===== config.mk =====
export PLATFORM = sky130hd
export DESIGN_NAME = seq_ctrl_cond
export DESIGN_NICKNAME = d
export VERILOG_FILES = /design/src/rtl/seq_ctrl_cond.sv
export SDC_FILE = /design/constraint.sdc
export NUM_CORES = 1
export LEC_CHECK = 0
export ABC_CLOCK_PERIOD_IN_PS = 1400
export CORE_MARGIN = 4
export CORE_UTILIZATION = 40
export CTS_CLUSTER_SIZE = 12
export DETAILED_ROUTE_END_ITERATION = 10
export PLACE_DENSITY = 0.59
export SYNTH_ARGS = -nofsm -noshare
export SYNTH_HDL_FRONTEND = slang
export SYNTH_SLANG_ARGS = --single-unit

===== constraint.sdc =====
create_clock -name clk -period 1.4 [get_ports clk]
set_input_delay 0.28 -clock clk [delete_from_list [all_inputs] [get_ports clk]]
set_output_delay 0.28 -clock clk [all_outputs]
set_load 0.01 [all_outputs]

===== src/rtl/seq_ctrl_cond.sv =====
`default_nettype none
// ============================================================================
// Module   : seq_ctrl_cond
// Brief    : Push-button conditioner for the five-state output sequencer.
//            Synchronises and debounces three active-low buttons and turns
//            their presses into registered restart / pause / goto_third
//            controls, holding a goto request until the sequencer is terminal.
// Revision : 1.0 - initial release
// ============================================================================
module seq_ctrl_cond #(
    parameter int DEBOUNCE_CYCLES = 16
) (
    input  logic clk,
    input  logic reset_n,
    input  logic btn_restart_n,
    input  logic btn_pause_n,
    input  logic btn_goto_n,
    input  logic terminal_in,
    output logic restart,
    output logic pause,
    output logic goto_third,
    output logic goto_pending
);

    // Counter only has to reach DEBOUNCE_CYCLES-1.
    localparam int C_CNT_W = (DEBOUNCE_CYCLES > 2) ? $clog2(DEBOUNCE_CYCLES) : 1;
    localparam logic [C_CNT_W-1:0] C_CNT_LAST = C_CNT_W'(DEBOUNCE_CYCLES - 1);

    localparam int C_NBTN    = 3;
    localparam int C_RESTART = 0;
    localparam int C_PAUSE   = 1;
    localparam int C_GOTO    = 2;

    logic [C_NBTN-1:0] w_raw_n;
    logic [C_NBTN-1:0] w_press;
    logic              w_goto_req;

    logic r_restart;
    logic r_pause;
    logic r_goto_third;
    logic r_goto_pending;

    assign w_raw_n = {btn_goto_n, btn_pause_n, btn_restart_n};

    generate
        for (genvar gi = 0; gi < C_NBTN; gi++) begin : g_btn
            logic               r_s1;
            logic               r_s2;
            logic               r_deb;
            logic [C_CNT_W-1:0] r_cnt;

            // Two-flop synchroniser; both stages reset to the released level.
            always_ff @(posedge clk or negedge reset_n) begin
                if (!reset_n) begin
                    r_s1 <= 1'b1;
                    r_s2 <= 1'b1;
                end else begin
                    r_s1 <= w_raw_n[gi];
                    r_s2 <= r_s1;
                end
            end

            // Debounce: accept a new level only after an uninterrupted run of
            // DEBOUNCE_CYCLES differing samples; any agreement restarts the run.
            always_ff @(posedge clk or negedge reset_n) begin
                if (!reset_n) begin
                    r_deb <= 1'b1;
                    r_cnt <= '0;
                end else if (r_s2 == r_deb) begin
                    r_cnt <= '0;
                end else if (r_cnt == C_CNT_LAST) begin
                    r_deb <= r_s2;
                    r_cnt <= '0;
                end else begin
                    r_cnt <= r_cnt + 1'b1;
                end
            end

            // A press is the cycle in which deb is about to flip 1->0, so the
            // control flops below react on the same edge as the flip.
            assign w_press[gi] = r_deb & ~r_s2 & (r_cnt == C_CNT_LAST);
        end
    endgenerate

    // A goto either arrives now or is already waiting; one slot only.
    assign w_goto_req = w_press[C_GOTO] | r_goto_pending;

    // Control outputs; restart overrides and discards pause/goto activity.
    always_ff @(posedge clk or negedge reset_n) begin
        if (!reset_n) begin
            r_restart      <= 1'b0;
            r_pause        <= 1'b0;
            r_goto_third   <= 1'b0;
            r_goto_pending <= 1'b0;
        end else if (w_press[C_RESTART]) begin
            r_restart      <= 1'b1;
            r_pause        <= 1'b0;
            r_goto_third   <= 1'b0;
            r_goto_pending <= 1'b0;
        end else begin
            r_restart      <= 1'b0;
            if (w_press[C_PAUSE]) begin
                r_pause <= ~r_pause;
            end
            r_goto_third   <= w_goto_req & terminal_in;
            r_goto_pending <= w_goto_req & ~terminal_in;
        end
    end

    assign restart      = r_restart;
    assign pause        = r_pause;
    assign goto_third   = r_goto_third;
    assign goto_pending = r_goto_pending;

endmodule
`default_nettype wire


==> impl_metrics.json <==
{
  "slew_violations": 0,
  "grt_start_max_net_pins": 26,
  "synth_edf_count": 0,
  "nNetsFinal": 102,
  "crit_path_max_fanout": 5,
  "multi_input_area_um2": 356.6,
  "tightest_slew_ps": 215.0,
  "drc": 0,
  "critPathLaunch": "g_btn[0].r_s2",
  "post_cts_buffers": 0,
  "seq_area_um2": 636.9,
  "post-synth-top-count-cell": "dfrtp_1",
  "dieHeight_um": 57.68,
  "synth-async-reset-ratio": 1.000,
  "crit_chain": "inv_1 > ha_1 > nand4b_1 > o21ai_1",
  "hp-class": "in -> async",
  "cp_num_buf_inv": 1,
  "dieArea_mm2": 0.003327,
  "cts_sinks": 25,
  "max_stage_delay_ps": 540,
  "synth_nets": 87,
  "io_buffer_count": 9,
  "antenna_found_initial": 0,
  "syn_to_final_growth_pct": 19.77,
  "crit-reg2reg-launch": "g_btn[0].r_s2",
  "antenna_cells": 0,
  "synth_cells": 75,
  "die_x_um": 57.68,
  "p_per_area_mw_per_mm2": 1020,
  "critPathTopFamily": "flip-flops",
  "slew_headroom": 0.8548,
  "seq_area_frac_synth": 0.6451,
  "final_cells": 117,
  "finalSetupTns_ps": 0,
  "power.total_mw": 1.206,
  "synth.largest_area_cell": "dfrtp_1",
  "fin_crit_ps": 1315,
  "ios": 10,
  "clk_path_buf_depth": 2,
  "place.gp.congestion": 0.7011,
  "antenna_left": 0,
  "initialDrtViolationCount": 5,
  "peakVddDrop_uv": 683.9,
  "path_clk_slew_ps": 140,
  "startpoint_type": "flip-flop",
  "required_ps": 1660,
  "cp_data_arrival_time_ps": 1580,
  "fin_crit_sh": 0.9393,
  "cts_tree": "built",
  "core_area_mm2": 0.002276,
  "yosys_warnings": 0,
  "htree_levels": 1,
  "cts_buffers": 3,
  "hold_buffers": 0,
  "grt_pass1_vias": 584,
  "maxCapViolations": 0,
  "synthDistinctLibCells": 20,
  "post-place-ws_ps": 23.81,
  "rsz0062_at_grt": "false",
  "place_inst": 113,
  "critical_path_class": "reg -> reg",
  "dp_hpwl_um": 1007,
  "synth.cell_area_um2": 987.2,
  "wl_per_cell_um": 12.47,
  "end_kind": "flip-flop",
  "grt_overflow_total": 0,
  "routed_wl_um": 1459,
  "drt_first_pass_iters": 4,
  "num_vias": 607,
  "fin_ws_ps": 85.00,
  "yosys-top-cells-area": "dfrtp_1 (41%), dfstp_2 (24%), ha_1 (7.6%), nand4b_1 (4.4%), a311oi_1 (3.5%)",
  "grt_pass1_wl_um": 2546,
  "nFillCells": 198,
  "avgSynthCellArea_um2": 13.16,
  "vias_per_cell": 5.188,
  "ys_seq_elements": 25,
  "synth_top_area_frac": 0.4056,
  "clk_latency_ps": 320,
  "clock.fmax_mhz": 760.5,
  "p_leak_nw": 0.5147,
  "grt_usage": 0.09934,
  "row_count": 17,
  "outcome": "complete, no violations",
  "setup_viol": 0,
  "finalClockSkew_ps": 7.611,
  "cp_slowest_cell": "dfstp_2",
  "synth_flop_cell": "dfrtp_1",
  "yosys-top-cells-count": "dfrtp_1 (16), dfstp_2 (9), ha_1 (6)",
  "root_buffer": "clkbuf_4",
  "finalHoldViolCount": 0,
  "drive_gt1_frac": 0.1910,
  "start_util": 0.4338
}
final timing paths:
check,endpoint,depth (start not counted),slack (ps)
setup / recovery,g_btn[0].r_deb,4,80
hold / removal,g_btn[0].r_cnt[3],2,290
setup reg to reg,g_btn[0].r_deb,4,80
hold reg to reg,g_btn[0].r_s2,0,360
max in group asynchronous,g_btn[0].r_s1,2,880
min in group clk,g_btn[2].r_s1,1,350
kinds of logic after synthesis:
kind of cell / synth area share
flip-flops: 0.6451
AND/OR/NAND/NOR: 0.1204
AO/OA/AOI/OAI: 0.1039
adder cells (fa/ha/maj): 0.07604
buffers and inverters: 0.01901
XOR/XNOR: 0.03549
metrics by stage:
| step | utilization | hold slack (ps) | cell area, µm² |
|---|---|---|---|
| 5_1_grt | 0.5195 | 279.3 | 1182 |
| 2_1_floorplan | - | -15.59 | 987.2 |
| 6_report | 0.5195 | 285.5 | 1182 |
| 4_1_cts | 0.5085 | 281.7 | 1157 |
| 3_3_place_gp | 0.4975 | 346.1 | 1132 |
| 3_5_place_dp | 0.4975 | 346.8 | 1132 |
layout make-up:
class	instances	area share
Inverter	5	0.01587
Sequential cell	25	0.5386
Clock inverter	1	0.006349
Tap cell	28	0.02963
Multi-Input combinational cell	45	0.3016
Clock buffer	3	0.01905
Timing Repair Buffer	10	0.08889
routing by layer:
metal  GRT usage  wire length (µm)  up-vias
li1            -                 -      298
met1      0.1357               701      294
met2      0.1403               628       13
met3     0.05345               116        2
met4     0.01987                13        0
met5           0                 0        -
timing repair:
| item | CTS | global route |
|---|---|---|
| gates cloned | 0 | 0 |
| pin swaps | 0 | 0 |
| resized for setup | 5 | 3 |
| setup endpoints to repair | 5 | 3 |
flip-flops by register name (all words and copies together) (netlist names):
register / cells
g_btn.r_cnt: 12
g_btn.r_deb: 3
g_btn.r_s1: 3
g_btn.r_s2: 3
goto_pending: 1
goto_third: 1
pause: 1
restart: 1
cells in the final DEF (no fill, tap or decap):
cell | netlist | final
nor2b_1 | 3 | 3
o21ai_1 | 0 | 2
a21o_1 | 1 | 1
and4_4 | 1 | 1
a311oi_1 | 4 | 4
nor2_1 | 4 | 4
nor3_1 | 1 | 1
inv_1 | 5 | 5
nand2_1 | 3 | 3
nand4b_1 | 5 | 5
nor3b_1 | 1 | 1
clkbuf_4 | 0 | 3
clkinvlp_4 | 0 | 1
xnor2_1 | 3 | 3
clkdlybuf4s50_1 | 0 | 5
ha_1 | 6 | 4
xor2_1 | 1 | 1
dfrtp_1 | 16 | 16
dfstp_2 | 9 | 9
a31oi_1 | 1 | 1
a21oi_1 | 4 | 4
buf_12 | 0 | 1
ha_4 | 0 | 2
nand4_1 | 1 | 1
a41oi_1 | 1 | 1
dlygate4sd2_1 | 0 | 4
o21ai_0 | 5 | 3
power by group:
part           internal (mW)  total [mW]  switching, mW
combinational         0.0509      0.0942         0.0433
clock                  0.109       0.326          0.217
sequential             0.759       0.785         0.0262
total                  0.919        1.21          0.287
Power figures use the tool's default switching activity.
